[src/rtl/moore_seq_fsm_pkg.sv]
// Shared constants, action codes and table lookup helper
// for the parametrised Moore step sequencer.
package moore_seq_fsm_pkg;

    localparam logic [1:0] S0 = 2'd0;
    localparam logic [1:0] S1 = 2'd1;
    localparam logic [1:0] S2 = 2'd2;
    localparam logic [1:0] S3 = 2'd3;

    // Slice s is the successor of s: 0->2, 1->0, 2->3, 3->1.
    localparam logic [7:0] DEF_NEXT_TABLE = {S1, S3, S0, S2};

    localparam int MAX_SW    = 8;
    localparam int MAX_TBL_W = 2048;

    typedef enum logic [1:0] {
        ACT_HOLD,
        ACT_LOAD,
        ACT_ADV
    } act_e;

    function automatic logic [MAX_SW-1:0] next_of(
        input logic [MAX_TBL_W-1:0] tbl,
        input int                   s,
        input int                   sw,
        input int                   n
    );
        logic [MAX_SW-1:0] r;
        r = '0;
        for (int b = 0; b < MAX_SW; b++) begin
            if (b < sw && (s * sw + b) < MAX_TBL_W) begin
                r[b] = tbl[s * sw + b];
            end
        end
        // Out-of-range successors collapse to state 0.
        if (int'(r) >= n) begin
            r = '0;
        end
        return r;
    endfunction

endpackage

[src/rtl/fsm_dwell_counter.sv]
// Minimum-dwell down counter: reloads on state entry,
// then counts down and saturates at zero.
module fsm_dwell_counter #(
    parameter int DWELL_W = 4
) (
    input  logic               CLK,
    input  logic               RST,
    input  logic               reload_i,
    input  logic [DWELL_W-1:0] val_i,
    output logic               zero_o,
    output logic               busy_o
);

    logic [DWELL_W-1:0] cnt_q;
    logic [DWELL_W-1:0] cnt_d;

    always_comb begin
        cnt_d = cnt_q;
        if (reload_i) begin
            cnt_d = val_i;
        end else if (cnt_q != '0) begin
            cnt_d = cnt_q - 1'b1;
        end
    end

    always_ff @(posedge CLK) begin
        if (RST) begin
            cnt_q <= '0;
        end else begin
            cnt_q <= cnt_d;
        end
    end

    assign zero_o = (cnt_q == '0);
    assign busy_o = ~zero_o;

endmodule

[src/rtl/moore_seq_fsm.sv]
// Table-driven Moore step/phase sequencer with minimum dwell,
// direct load, wrap pulse and sticky load-error flag.
module moore_seq_fsm
    import moore_seq_fsm_pkg::*;
#(
    parameter int STATE_W    = 2,
    parameter int NUM_STATES = 4,
    parameter logic [NUM_STATES*STATE_W-1:0] NEXT_TABLE =
        DEF_NEXT_TABLE,
    parameter int OUT_STATE  = 3,
    parameter int DWELL_W    = 4
) (
    input  logic               CLK,
    input  logic               RST,
    input  logic               x,
    input  logic               load,
    input  logic [STATE_W-1:0] load_state,
    input  logic [DWELL_W-1:0] dwell,
    output logic [STATE_W-1:0] state,
    output logic               y,
    output logic               wrap,
    output logic               busy,
    output logic               err
);

    localparam logic [MAX_TBL_W-1:0] TBL_EXT =
        MAX_TBL_W'(NEXT_TABLE);

    logic [STATE_W-1:0] state_q, state_d, nxt;
    logic               y_q, y_d;
    logic               wrap_q, wrap_d;
    logic               err_q, err_d;
    logic               reload, cnt_zero;
    act_e               act;

    assign nxt = STATE_W'(next_of(TBL_EXT, int'(state_q),
                                  STATE_W, NUM_STATES));

    fsm_dwell_counter #(
        .DWELL_W (DWELL_W)
    ) u_cnt (
        .CLK      (CLK),
        .RST      (RST),
        .reload_i (reload),
        .val_i    (dwell),
        .zero_o   (cnt_zero),
        .busy_o   (busy)
    );

    always_comb begin
        act = ACT_HOLD;
        if (load) begin
            act = ACT_LOAD;
        end else if (x && cnt_zero) begin
            act = ACT_ADV;
        end
    end

    always_comb begin
        state_d = state_q;
        wrap_d  = 1'b0;
        err_d   = err_q;
        reload  = 1'b0;
        unique case (act)
            ACT_LOAD: begin
                reload = 1'b1;
                if (int'(load_state) < NUM_STATES) begin
                    state_d = load_state;
                end else begin
                    state_d = '0;
                    err_d   = 1'b1;
                end
            end
            ACT_ADV: begin
                reload  = 1'b1;
                state_d = nxt;
                wrap_d  = (nxt == '0);
            end
            default: ;
        endcase
        // y is decoded from the next state so it lands with it.
        y_d = (int'(state_d) == OUT_STATE);
    end

    always_ff @(posedge CLK) begin
        if (RST) begin
            state_q <= '0;
            wrap_q  <= 1'b0;
            err_q   <= 1'b0;
            y_q     <= (OUT_STATE == 0);
        end else begin
            state_q <= state_d;
            wrap_q  <= wrap_d;
            err_q   <= err_d;
            y_q     <= y_d;
        end
    end

`ifndef SYNTHESIS
    logic [STATE_W-1:0] raw_nxt;
    assign raw_nxt =
        NEXT_TABLE[int'(state_q)*STATE_W +: STATE_W];

    always @(posedge CLK) begin
        if (!RST && act == ACT_ADV) begin
            assert (int'(raw_nxt) < NUM_STATES);
        end
    end
`endif

    assign state = state_q;
    assign y     = y_q;
    assign wrap  = wrap_q;
    assign err   = err_q;

endmodule

[config.mk]
export PLATFORM = sky130hd
export DESIGN_NAME = moore_seq_fsm
export DESIGN_NICKNAME = d
export VERILOG_FILES = /design/src/rtl/moore_seq_fsm_pkg.sv /design/src/rtl/fsm_dwell_counter.sv /design/src/rtl/moore_seq_fsm.sv
export SDC_FILE = /design/constraint.sdc
export NUM_CORES = 1
export LEC_CHECK = 0
export ABC_AREA = 0
export CORE_AREA = 5 5 42 44
export DETAILED_ROUTE_END_ITERATION = 10
export DIE_AREA = 0 0 47 49
export PLACE_DENSITY = 0.64
export SLEW_MARGIN = 20
export SYNTH_ARGS = -nofsm -noshare
export SYNTH_HDL_FRONTEND = slang
export SYNTH_HIERARCHICAL = 1
export SYNTH_SLANG_ARGS = --single-unit
[constraint.sdc]
create_clock -name CLK -period 1.5 [get_ports CLK]
set_input_delay 0.3 -clock CLK [delete_from_list [all_inputs] [get_ports CLK]]
set_output_delay 0.3 -clock CLK [all_outputs]
set_load 0.02 [all_outputs]
==> results of run 1 <==
-- cells by family (layout without fill, tap and decap cells) --
family	after synthesis	in the layout	share of synthesized area, %
flip-flops	8	8	37.21
buffers and inverters	7	36	7.267
adder cells (fa/ha/maj)	1	1	2.907
other	1	1	0.8713
AO/OA/AOI/OAI	9	9	16.57
XOR/XNOR	3	3	6.106
multiplexers	1	1	2.616
AND/OR/NAND/NOR	18	18	26.45
-- report_power, final --
part	switching [mW]	total (mW)	internal, mW
combinational	0.167	0.409	0.242
sequential	0.0221	0.259	0.237
clock	0.0884	0.181	0.0926
total	0.277	0.849	0.571
-- worst paths after layout --
path,endpoint,slack (ps)
max,busy,-10
min,wrap$_SDFF_PP0_,560
min reg2reg,wrap$_SDFF_PP0_,560
max reg2reg,y$_SDFF_PP0_,-10
-- placed cells by master (no fill, tap or decap), types with 2 or more instances in the layout --
master / netlist / routed
nor3_2: 0 / 2
clkdlybuf4s50_1: 0 / 9
xnor2_1: 2 / 2
clkbuf_4: 0 / 3
dfxtp_2: 0 / 2
nand2_1: 5 / 4
dlymetal6s2s_1: 0 / 2
buf_6: 0 / 6
inv_1: 5 / 3
dlygate4sd2_1: 0 / 2
buf_4: 1 / 9
dfxtp_1: 8 / 6
inv_2: 0 / 2
a21oi_2: 0 / 2
-- routing by layer --
metal	share of wire [%]	wire (µm)	vias up	global-route usage (%)
li1	-	-	227	-
met3	5.6	69	2	4.428
met2	47	579	12	14.71
met5	0	0	-	0
met4	2.1	26	0	6.912
met1	45	558	218	15.57
-- critical path: cells and delay by family, from the launching register on --
family | cells | cell delay, ps
buffers and inverters | 3 | 280
DFF | 1 | 320
and+or+nand+nor | 1 | 220
adders and majority gates | 1 | 140
-- cell type report --
type,instances,area [µm²]
clock buffer,3,22.52
fill,129,590.6
inverter,5,18.77
multi-input combinational,33,319.1
sequential,8,162.7
tap,16,20.02
timing repair buffer,28,267.8
-- registers in the layout (all words and copies together) (netlist names) --
signal,flops
u_cnt/cnt_q,4
wrap,1
state,2
y,1
-- what timing repair did --
item                       in CTS  in global routing
resized for setup              18                 14
buffers inserted                0                  3
setup endpoints to repair      10                  8
pin swaps                       3                  2
hold buffers                    0                  0
==> out/results.tsv, run 1 <==
metric	value	unit
setup_slack	-14.01	ps
tritoncts	yes	
hpwlAfterDp	811	µm
yosysWarnings	6	
initial_utilization	30.71	%
row_count	14	
core	1401	µm²
min_path_cells	1	
wirelength	1233	µm
async_reset_ff_share	0	%
drt_iter0_drc	10	
die_x	47	µm
r2r_start	u_cnt/cnt_q[1]$_SDFFE_PP0P_	
ys.flop_type	dfxtp_1	
synth_nets	59	
cts_root_buf	clkbuf_4	
hp-start	state[1]$_SDFF_PP0_	
maxCapViolCount	0	
power	0.8488	mW
antenna_found_initial	0	
start_kind	flop	
cpPeakStageDelay	320	ps
post-place-ws	-141.8	ps
synth_common_cells	dfxtp_1, inv_1, nand2_1	
placed_cells	87	
grt.overflow.total	0	
die_y	49	µm
yosys.area.top_type	dfxtp_1	
clk_pin_slew	60	ps
fin_area	810.8	µm²
hold_viol	0	
ff2ff_path_depth	8	
fin_cells	93	
h-tree-depth	1	
critPathArrivalTime	1210	ps
syn_area	430.4	µm²
cp_max_fo	2	
grt_max_degree	8	
startpoint	u_cnt/cnt_q[1]$_SDFFE_PP0P_	
cp_cell_sequence	inv_2 -> ha_4 -> nor3b_4 -> inv_1 -> buf_6	
netlist_instances	48	
vdd_ir_drop_max	0.4070	mV
synth_area_per_cell	8.967	µm²
grt_pass1_vias	421	
gp_congestion	0.6738	
ys_seq_area_share	37.21	%
drive_gt1_share	49.35	%
violations	setup timing	
crit_slowest_cell	dfxtp_2	
setup_viol	3	
status	finished, violations left	
slew_violations	0	
fin_skew	5.281	ps
io_pins	16	
yosys.cell_count.top_type	dfxtp_1	
die_area	2303	µm²
fin_util	57.86	%
routed_via_density	4.935	
track_usage	11.47	%
worstSetupPathType	flop to output pin	
clk_latency	270	ps
synth_edf_count	0	
pwr_density_cell	1047	nW/µm²
yosys-top-cells-area	dfxtp_1, inv_1, nand2_1	
hold_path.class	flop to flop	
grt_setup_unrepaired	yes	
cts_num_sinks	8	
diodes	0	
port_buffers	14	
drc	0	
grt_pass1_wl	1863	µm
endpoint_kind	output pin	
cts_made_buffers	3	
setup_tns	-24.45	ps
netlist-cell-type-count	25	
finalHoldWorstSlack	557.8	ps
ys_seq_elements	8	
wl_per_cell	13.26	µm
dr.pass1.iters	4	
fmax	660.5	MHz
finalCritPeriodShare	100.9	%
antenna_left	0	
place_area	673.1	µm²
cp.required	1200	ps
area.growth.synth_to_final	88.37	%
fin_nets	90	
vias	459	
leakagePower	0.3795	nW
period_needed	1514	ps
cts_buffer_depth	2	
synth_top_area_share	37.21	%
(Power assumes the default switching activity.)
==> inputs of run 2 (changes only) <==
SKIP_CTS_REPAIR_TIMING = 1   (was unset)
==> run 2 against run 1 <==
  * The flow now finishes without violations
  * First-iteration DRC count up 30%
  * Sequential cell count did not move
  * Sequential share of layout area grew 0.16 points
  * Register-to-register slack improved by 30 ps
  * Worst hold slack gained 7.6 ps
  * Via count fell by 2.2%
  * Count of clock-buffer cells in the layout unchanged
  * Core utilization decreased by 0.45 points
  * Critical path type unchanged
  * Largest cell class unchanged
  * Largest power group unchanged
==> out/results.tsv, run 2 (synthesis results as in run 1) <==
metric	value	unit	change
hpwlAfterDp	811	µm	unchanged
row_count	14		unchanged
setup_viol	0		-3
fin_cells	93		unchanged
maxCapViolCount	0		unchanged
start_kind	flop		
placed_cells	87		unchanged
fmax	669.5	MHz	+1.4%
cts_buffer_depth	2		unchanged
post-place-ws	-141.8	ps	unchanged
final_common_cell	buf_4		
slew_violations	0		unchanged
antenna_found_initial	0		unchanged
die_area	2303	µm²	unchanged
fin_area	804.5	µm²	-0.77%
cp.required	1200	ps	about the same
largest_reg_flops	4		unchanged
mostFrequentLayoutCells	buf_4, clkdlybuf4s50_1, dfxtp_1		
pwr_density_cell	1036	nW/µm²	-1.0%
die_y	49	µm	unchanged
endpoint	busy		
critPathArrivalTime	1190	ps	-20 ps
startpoint	u_cnt/cnt_q[1]$_SDFFE_PP0P_		
grt_setup_unrepaired	yes		
area.growth.synth_to_final	86.92	%	
grt_pass1_wl	1711	µm	-8.2%
vdd_ir_drop_max	0.4068	mV	about the same
tritoncts	yes		
endpoint_kind	output pin		
dr.pass1.iters	3		-1
grt_max_degree	8		unchanged
hold_viol	0		unchanged
regMostFlops	u_cnt/cnt_q		
diodes	0		unchanged
track_usage	10.70	%	-0.77 points
cts_root_buf	clkbuf_4		
ff2ff_path_depth	8		unchanged
reg2reg_to	y$_SDFF_PP0_		
wirelength	1242	µm	+0.73%
port_buffers	14		unchanged
finalCritPeriodShare	99.58	%	-1.4 points
drt_iter0_drc	13		+3
clk_pin_slew	60	ps	about the same
h-tree-depth	1		unchanged
core	1401	µm²	unchanged
hold_path.class	flop to flop		
period_needed	1494	ps	-20.31 ps
drc	0		unchanged
grt_pass1_vias	387		-8.1%
io_pins	16		unchanged
r2r_start	u_cnt/cnt_q[1]$_SDFFE_PP0P_		
cp_max_fo	2		unchanged
reg2reg_slack	20	ps	+30 ps
setup_tns	0	ps	+24.45 ps
status	completed		
setup_slack	6.305	ps	+20.31 ps
fin_skew	7.250	ps	+1.969 ps
cts_made_buffers	3		unchanged
worstSetupPathType	flop to output pin		
cts_num_sinks	8		unchanged
power	0.8335	mW	-1.8%
wl_per_cell	13.35	µm	+0.73%
initial_utilization	30.71	%	unchanged
gp_congestion	0.6738		unchanged
leakagePower	0.3979	nW	+4.8%
fin_nets	90		unchanged
place_area	673.1	µm²	unchanged
die_x	47	µm	unchanged
antenna_left	0		unchanged
drive_gt1_share	49.35	%	unchanged
vias	449		-2.2%
routed_via_density	4.828		-2.2%
clk_latency	260	ps	about the same
grt.overflow.total	0		unchanged
==> run 2: critical path: stages (launching register included) <==
cell,delay (ps)
dfxtp_2,320
inv_2,70
ha_4,130
nor3b_4,200
inv_1,50
buf_2,150
==> run 2: final cells by class <==
type	count	area, µm²
multi-input cells	33	319.1
repair buffers	28	261.5
flip-flops and latches	8	162.7
clock buffers	3	22.52
fillers	135	596.8
well taps	16	20.02
inverters	5	18.77
==> run 2: worst min-delay path by stage <==
stage / start / endpoint / cells past startpoint
2_1_floorplan: RST / state[1]$_SDFF_PP0_ / 1
3_3_place_gp: state[1]$_SDFF_PP0_ / wrap$_SDFF_PP0_ / 1
3_5_place_dp: state[1]$_SDFF_PP0_ / wrap$_SDFF_PP0_ / 1
4_1_cts: state[1]$_SDFF_PP0_ / wrap$_SDFF_PP0_ / 1
5_1_grt: state[1]$_SDFF_PP0_ / wrap$_SDFF_PP0_ / 1
6_report: state[1]$_SDFF_PP0_ / wrap$_SDFF_PP0_ / 1
==> run 2: per-stage QoR <==
step | util, % | hold slack, ps
floorplan | - | 369.1
global placement | 48.04 | 512.2
detailed placement | 48.04 | 512.3
CTS | 49.64 | 523.2
global route | 57.41 | 593.8
finish | 57.41 | 565.3
==> run 2: report_power, final <==
part | total (mW) | leakage (nW) | switching (mW) | internal [mW]
Clock | 0.179 | 0.0138 | 0.0866 | 0.0924
Sequential | 0.259 | 0.0666 | 0.0220 | 0.237
Combinational | 0.395 | 0.317 | 0.165 | 0.230
Total | 0.833 | 0.398 | 0.274 | 0.560
==> run 2: routing by layer <==
layer | track usage [%] | vias to the layer above | wire length [µm]
li1 | - | 225 | -
met1 | 15.35 | 210 | 543
met2 | 12.44 | 12 | 604
met3 | 4.428 | 2 | 72
met4 | 6.912 | 0 | 22
met5 | 0 | - | 0
